$ cat src/rtl/issue_buffer.sv
// issue_buffer: decode-side FIFO feeding a reservation station. Each head entry
// is read from the register bank, kept current by snooping the CDB while it
// waits, issued over a valid/ready handshake, then its destination is renamed.
module issue_buffer #(
  parameter int DATA_W = 32,
  parameter int TAG_W  = 5,
  parameter int REG_W  = 5,
  parameter int OP_W   = 5,
  parameter int ICC_W  = 4,
  parameter int DEPTH  = 4
) (
  input  logic              clk,
  input  logic              rst_n,
  input  logic              in_valid,
  output logic              in_ready,
  input  logic [OP_W-1:0]   in_operator_type,
  input  logic [REG_W-1:0]  in_reg_1,
  input  logic [REG_W-1:0]  in_reg_2,
  input  logic [REG_W-1:0]  in_reg_3,
  input  logic              in_flush,
  output logic              out_rd_en,
  output logic [REG_W-1:0]  out_reg_1,
  output logic [REG_W-1:0]  out_reg_2,
  input  logic [DATA_W-1:0] in_val_1,
  input  logic [DATA_W-1:0] in_val_2,
  input  logic [TAG_W-1:0]  in_tag_1,
  input  logic [TAG_W-1:0]  in_tag_2,
  input  logic [ICC_W-1:0]  in_ICC_flags,
  input  logic              in_CDB_broadcast,
  input  logic [TAG_W-1:0]  in_CDB_tag,
  input  logic [DATA_W-1:0] in_CDB_val,
  output logic              out_rs_valid,
  input  logic              in_rs_ready,
  input  logic [TAG_W-1:0]  in_rs_tag,
  output logic [OP_W-1:0]   out_operator_type,
  output logic [DATA_W-1:0] out_val_1,
  output logic [DATA_W-1:0] out_val_2,
  output logic [TAG_W-1:0]  out_tag_1,
  output logic [TAG_W-1:0]  out_tag_2,
  output logic [ICC_W-1:0]  out_ICC_flags,
  output logic              out_bank_enable,
  output logic [REG_W-1:0]  out_bank_reg,
  output logic [TAG_W-1:0]  out_bank_tag
);

  localparam logic [TAG_W-1:0] INVALID_TAG = '1;
  localparam int PW = $clog2(DEPTH);
  localparam int CW = PW + 1;
  localparam logic [CW-1:0] FULL = CW'(DEPTH);

  typedef enum logic [2:0] {IDLE, READ, CAPT, ISSUE, RENAME} state_t;
  state_t state;

  logic [OP_W-1:0]  fifo_op [DEPTH];
  logic [REG_W-1:0] fifo_r1 [DEPTH];
  logic [REG_W-1:0] fifo_r2 [DEPTH];
  logic [REG_W-1:0] fifo_rd [DEPTH];

  logic [PW-1:0] wr_ptr, rd_ptr, rd_ptr_inc;
  logic [CW-1:0] count, count_next;
  logic          push, pop;
  logic [REG_W-1:0] head_rd;

  // An operand waiting on a tag takes the broadcast value when the tags match;
  // a ready operand (INVALID_TAG) is never overwritten.
  function automatic logic cdb_hit(input logic bcast, input logic [TAG_W-1:0] tag,
                                   input logic [TAG_W-1:0] cdb_tag);
    return bcast && (tag == cdb_tag) && (tag != INVALID_TAG);
  endfunction

  assign push       = in_valid & in_ready & ~in_flush;
  assign pop        = (state == ISSUE) & out_rs_valid & in_rs_ready & ~in_flush;
  assign count_next = count + CW'(push) - CW'(pop);
  assign rd_ptr_inc = rd_ptr + PW'(1);
  assign head_rd    = fifo_rd[rd_ptr];

  // FIFO storage: payload only, no reset needed
  always_ff @(posedge clk) begin
    if (push) begin
      fifo_op[wr_ptr] <= in_operator_type;
      fifo_r1[wr_ptr] <= in_reg_1;
      fifo_r2[wr_ptr] <= in_reg_2;
      fifo_rd[wr_ptr] <= in_reg_3;
    end
  end

  // FIFO pointers, occupancy and registered push-ready
  always_ff @(posedge clk or negedge rst_n) begin
    if (!rst_n) begin
      wr_ptr   <= '0;
      rd_ptr   <= '0;
      count    <= '0;
      in_ready <= 1'b1;
    end else if (in_flush) begin
      wr_ptr   <= '0;
      rd_ptr   <= '0;
      count    <= '0;
      in_ready <= 1'b1;
    end else begin
      if (push) wr_ptr <= wr_ptr + PW'(1);
      if (pop)  rd_ptr <= rd_ptr_inc;
      count    <= count_next;
      in_ready <= (count_next < FULL);
    end
  end

  // Issue FSM: read, capture, issue with CDB snooping, rename; all outputs registered
  always_ff @(posedge clk or negedge rst_n) begin
    if (!rst_n) begin
      state             <= IDLE;
      out_rd_en         <= 1'b0;
      out_rs_valid      <= 1'b0;
      out_bank_enable   <= 1'b0;
      out_reg_1         <= '0;
      out_reg_2         <= '0;
      out_operator_type <= '0;
      out_val_1         <= '0;
      out_val_2         <= '0;
      out_tag_1         <= INVALID_TAG;
      out_tag_2         <= INVALID_TAG;
      out_ICC_flags     <= '0;
      out_bank_reg      <= '0;
      out_bank_tag      <= '0;
    end else if (in_flush) begin
      state           <= IDLE;
      out_rd_en       <= 1'b0;
      out_rs_valid    <= 1'b0;
      out_bank_enable <= 1'b0;
    end else begin
      case (state)
        IDLE: begin
          if (count != '0) begin
            state     <= READ;
            out_rd_en <= 1'b1;
            out_reg_1 <= fifo_r1[rd_ptr];
            out_reg_2 <= fifo_r2[rd_ptr];
          end
        end
        READ: begin
          out_rd_en <= 1'b0;
          state     <= CAPT;
        end
        CAPT: begin
          if (cdb_hit(in_CDB_broadcast, in_tag_1, in_CDB_tag)) begin
            out_val_1 <= in_CDB_val;
            out_tag_1 <= INVALID_TAG;
          end else begin
            out_val_1 <= in_val_1;
            out_tag_1 <= in_tag_1;
          end
          if (cdb_hit(in_CDB_broadcast, in_tag_2, in_CDB_tag)) begin
            out_val_2 <= in_CDB_val;
            out_tag_2 <= INVALID_TAG;
          end else begin
            out_val_2 <= in_val_2;
            out_tag_2 <= in_tag_2;
          end
          out_ICC_flags     <= in_ICC_flags;
          out_operator_type <= fifo_op[rd_ptr];
          out_rs_valid      <= 1'b1;
          state             <= ISSUE;
        end
        ISSUE: begin
          if (pop) begin
            out_rs_valid <= 1'b0;
            out_bank_reg <= head_rd;
            out_bank_tag <= in_rs_tag;
            if (head_rd != '0) begin
              out_bank_enable <= 1'b1;
              state           <= RENAME;
            end else if (count > CW'(1)) begin
              // entries already queued behind the head; a same-cycle push is
              // picked up later through IDLE
              out_rd_en <= 1'b1;
              out_reg_1 <= fifo_r1[rd_ptr_inc];
              out_reg_2 <= fifo_r2[rd_ptr_inc];
              state     <= READ;
            end else begin
              state <= IDLE;
            end
          end else begin
            if (cdb_hit(in_CDB_broadcast, out_tag_1, in_CDB_tag)) begin
              out_val_1 <= in_CDB_val;
              out_tag_1 <= INVALID_TAG;
            end
            if (cdb_hit(in_CDB_broadcast, out_tag_2, in_CDB_tag)) begin
              out_val_2 <= in_CDB_val;
              out_tag_2 <= INVALID_TAG;
            end
          end
        end
        RENAME: begin
          out_bank_enable <= 1'b0;
          if (count != '0) begin
            out_rd_en <= 1'b1;
            out_reg_1 <= fifo_r1[rd_ptr];
            out_reg_2 <= fifo_r2[rd_ptr];
            state     <= READ;
          end else begin
            state <= IDLE;
          end
        end
        default: state <= IDLE;
      endcase
    end
  end

endmodule

$ cat config.mk
export PLATFORM = sky130hd
export DESIGN_NAME = issue_buffer
export DESIGN_NICKNAME = d
export VERILOG_FILES = /design/src/rtl/issue_buffer.sv
export SDC_FILE = /design/constraint.sdc
export NUM_CORES = 1
export LEC_CHECK = 0
export ABC_AREA = 0
export BUFFER_PORTS_ARGS = -buffer_cell sky130_fd_sc_hd__clkbuf_2
export CAP_MARGIN = 40
export CORE_AREA = 5 5 108 211
export CTS_BUF_LIST = sky130_fd_sc_hd__clkbuf_8
export CTS_CLUSTER_DIAMETER = 100
export DETAILED_ROUTE_END_ITERATION = 16
export DIE_AREA = 0 0 113 216
export MAX_ROUTING_LAYER = met4
export PLACE_DENSITY = 0.69
export SLEW_MARGIN = 10
export SYNTH_ARGS = -nofsm -noshare
export SYNTH_HDL_FRONTEND = slang
export SYNTH_SLANG_ARGS = --single-unit
$ cat constraint.sdc
create_clock -name clk -period 7.4 [get_ports clk]
set_clock_uncertainty 0.15 [all_clocks]
set_input_delay 0.37 -clock clk [delete_from_list [all_inputs] [get_ports clk]]
set_output_delay 0.37 -clock clk [all_outputs]
set_load 0.03 [all_outputs]
==> out/results.ini <==
[status]
outcome=finished, final reports clean

[global_route]
top_usage_layer=met2
grt-ovfl-total=0
grt_usage_pct=19.4
grtUsageMet3_pct=4.18
grt_max_degree=63
grt_pass1_vias=6754
met2_usage_pct=35.2
grt_pass1_wl_um=35600
met1_usage_pct=19.4
antenna_found_initial=0

[finish]
drive_gt1_share_pct=49.9
antenna_cells=0
fin_nets=1078
reg_top3=out_val_1 x32, out_val_2 x32
area_growth_pct=24.9

[critical_path]
cp-end-kind=register
arrival_ps=3320
crit_path_start_kind=register
cp_num_buf_inv=1
path_max_fanout=53
worstSetupPathType=register to register
crit_family=multiplexers
r2r-start=rd_ptr[0]
critical_path.startpoint=rd_ptr[0]
critPathSlowestCell=o22ai_2
critPathMaxStageDelay_ps=620
path_cells=buf_4 -> mux4_2 -> nor3_2 -> nand3_2 -> o22ai_2 -> mux2_4
cp.required_ps=7620

[cts]
cts_root_buffer=clkbuf_8
cts.clk_slew.worst_paths_ps=100
cts_sinks=197
numCtsBuffers=17
post_cts_buffers=0
clk_path_buf_depth=2
clock_latency_ps=480
cts_tree=done
cts.htree.levels=4

[timing]
finalCritPeriodShare_pct=41.8
setup_viol=0
slew_headroom_pct=50.3
hold_viol_final=0
rsz0062_at_grt=false
tightest_slew_ps=745
final-max-slew-violation-count=0
setup_tns_ps=0
fmax_mhz=323
period_needed_ps=3100
whs_ps=55.7

[synthesis]
synth_top_family_by_area=multiplexers
synth_commonest_cells=mux2_2 (132), dfrtp_1 (106), edfxtp_1 (80), inv_1 (24)
synthXorXnorAreaFrac_pct=2.09
avgSynthCellArea_um2=14.4
synth-simple-area-share_pct=5.81
synth_top_cell_area_share_pct=28.8
yosysTopAreaCell=dfrtp_1
synthFlopType=dfrtp_1
synth.cell_area_um2=9200
synthDistinctLibCells=56
synth_edf_count=80
synth-seq-area-share_pct=58.1
syn-num-nets=793
synth.most_common_cell=mux2_2
syn_inst=640
ys_warn_count=0
synth_compound_area_share_pct=5.02
synth.area.top_cells=dfrtp_1 (29%), edfxtp_1 (26%), mux2_2 (16%), dfstp_2 (3.1%), mux2i_1 (2.1%)
ys_ff_latch=197
synth_adder_area_share_pct=1.03
synthMuxAreaShare_pct=24.6
synthArstFlopShare_pct=59.4

[detailed_routing]
dr.first_iter.drc_count=313
first_pass_iters=6
vias=6285
wl_um=22700
drcViolationCount=0
via_per_inst=5.21
ant_nets=0
wl_per_cell_um=18.8

[die]
dieArea_um2=24400
fp.dieW_um=113
die_y_um=216
start_util_pct=44.0
fp-row-count=75
core_um2=20900
ios=253

[flow_run]
drv_cap=0

[hold_path]
hp-class=primary input to register
min_from=in_rs_ready

[power]
power.density_nw_per_um2=321
ir_drop_mv=0.187
p_leak_nw=4.92

[placed_design]
port_buffers=252
place_congestion=0.796
dpl.hpwl_um=17200

## per-stage QoR
step	cells	total power (W)	cell area, µm²	utilization (%)	worst slack, ps
floorplan	640	0.00257	9200	-	5050
global placement	1130	0.00302	10600	50.8	4340
detailed placement	1137	0.00305	10700	51.3	4290
CTS	1207	0.00374	11500	54.9	4280
global route	1207	0.00388	11500	54.9	4130
finish	1207	0.00369	11500	54.9	4300
## final timing paths
kind,to,depth (start not counted),slack [ps]
worst max-delay path,out_reg_2[2],6,4300
worst max register to register,out_reg_2[2],6,4300
worst min-delay path,out_rs_valid,4,60
worst min register to register,out_tag_1[3],2,350
max in group asynchronous,out_val_1[15],4,5780
min in group asynchronous,out_val_2[27],2,290
## cell usage in the layout (no fill, tap or decap), types with 5 or more instances in the layout
| master | synthesis | layout |
|---|---|---|
| clkbuf_2 | 0 | 251 |
| mux2_2 | 132 | 132 |
| dfrtp_1 | 106 | 105 |
| edfxtp_1 | 80 | 80 |
| dlygate4sd3_1 | 0 | 38 |
| inv_1 | 24 | 26 |
| nor2_1 | 22 | 22 |
| o21ai_0 | 22 | 22 |
| nand2_1 | 20 | 20 |
| mux2i_1 | 19 | 19 |
| clkbuf_8 | 0 | 17 |
| mux2_1 | 16 | 16 |
| xnor2_1 | 13 | 13 |
| nor3_1 | 12 | 12 |
| mux2_4 | 11 | 11 |
| dfstp_2 | 11 | 11 |
| buf_4 | 4 | 11 |
| xor2_1 | 9 | 9 |
| nor3b_1 | 9 | 9 |
| o22ai_1 | 9 | 9 |
| o221ai_1 | 9 | 9 |
| mux4_2 | 7 | 7 |
| nand3_1 | 6 | 6 |
| ha_1 | 6 | 6 |
| nand2b_1 | 5 | 5 |
| a21oi_1 | 5 | 5 |
## kinds of logic (layout without fill, tap and decap cells)
kind of cell               after synthesis  after routing
AOI/OAI and AO/OA                       64             64
muxes                                  188            188
and+or+nand+nor                         99             99
buffers and inverters                   63            361
adders and majority gates                7              7
xor gates and xnor gates                22             22
DFF                                    197            197
## final cells by class
class / instances / area, µm²
sequential: 197 / 5350
clock buffer: 17 / 234
inverter: 24 / 90.1
timing repair buffer: 305 / 1810
clock inverter: 15 / 130
tap: 269 / 337
multi-input combinational: 380 / 3540
fill: 1804 / 9440
## report_power, final
part	internal, W	total, W	leakage (nW)	switching (W)
combinational	0.000506	0.00141	2.59	0.000908
clock	0.000269	0.000658	0.185	0.000389
sequential	0.00144	0.00161	2.15	0.000178
total	0.00221	0.00369	4.92	0.00147
## worst register-to-register path: cells and delay by family, from the launching register on
family                 cells  cell delay [ps]
buffers and inverters      1              460
DFF                        1              350
muxes                      2              970
AOI/OAI and AO/OA          1              620
and+or+nand+nor            2              440
## what timing repair did
action / in CTS / in global routing
hold buffers: 38 / 0
gates resized for setup: 0 / 0
endpoints found under the hold margin: 137 / 0
## metal layers
metal	wire length [µm]	vias to the layer above	share of wire, %
met5	0	-	0
met4	884	0	3.9
met3	1350	53	5.9
met2	12600	221	55
met1	7890	3088	35
li1	-	2923	-
Note: power is estimated with default switching activity, not from simulation.
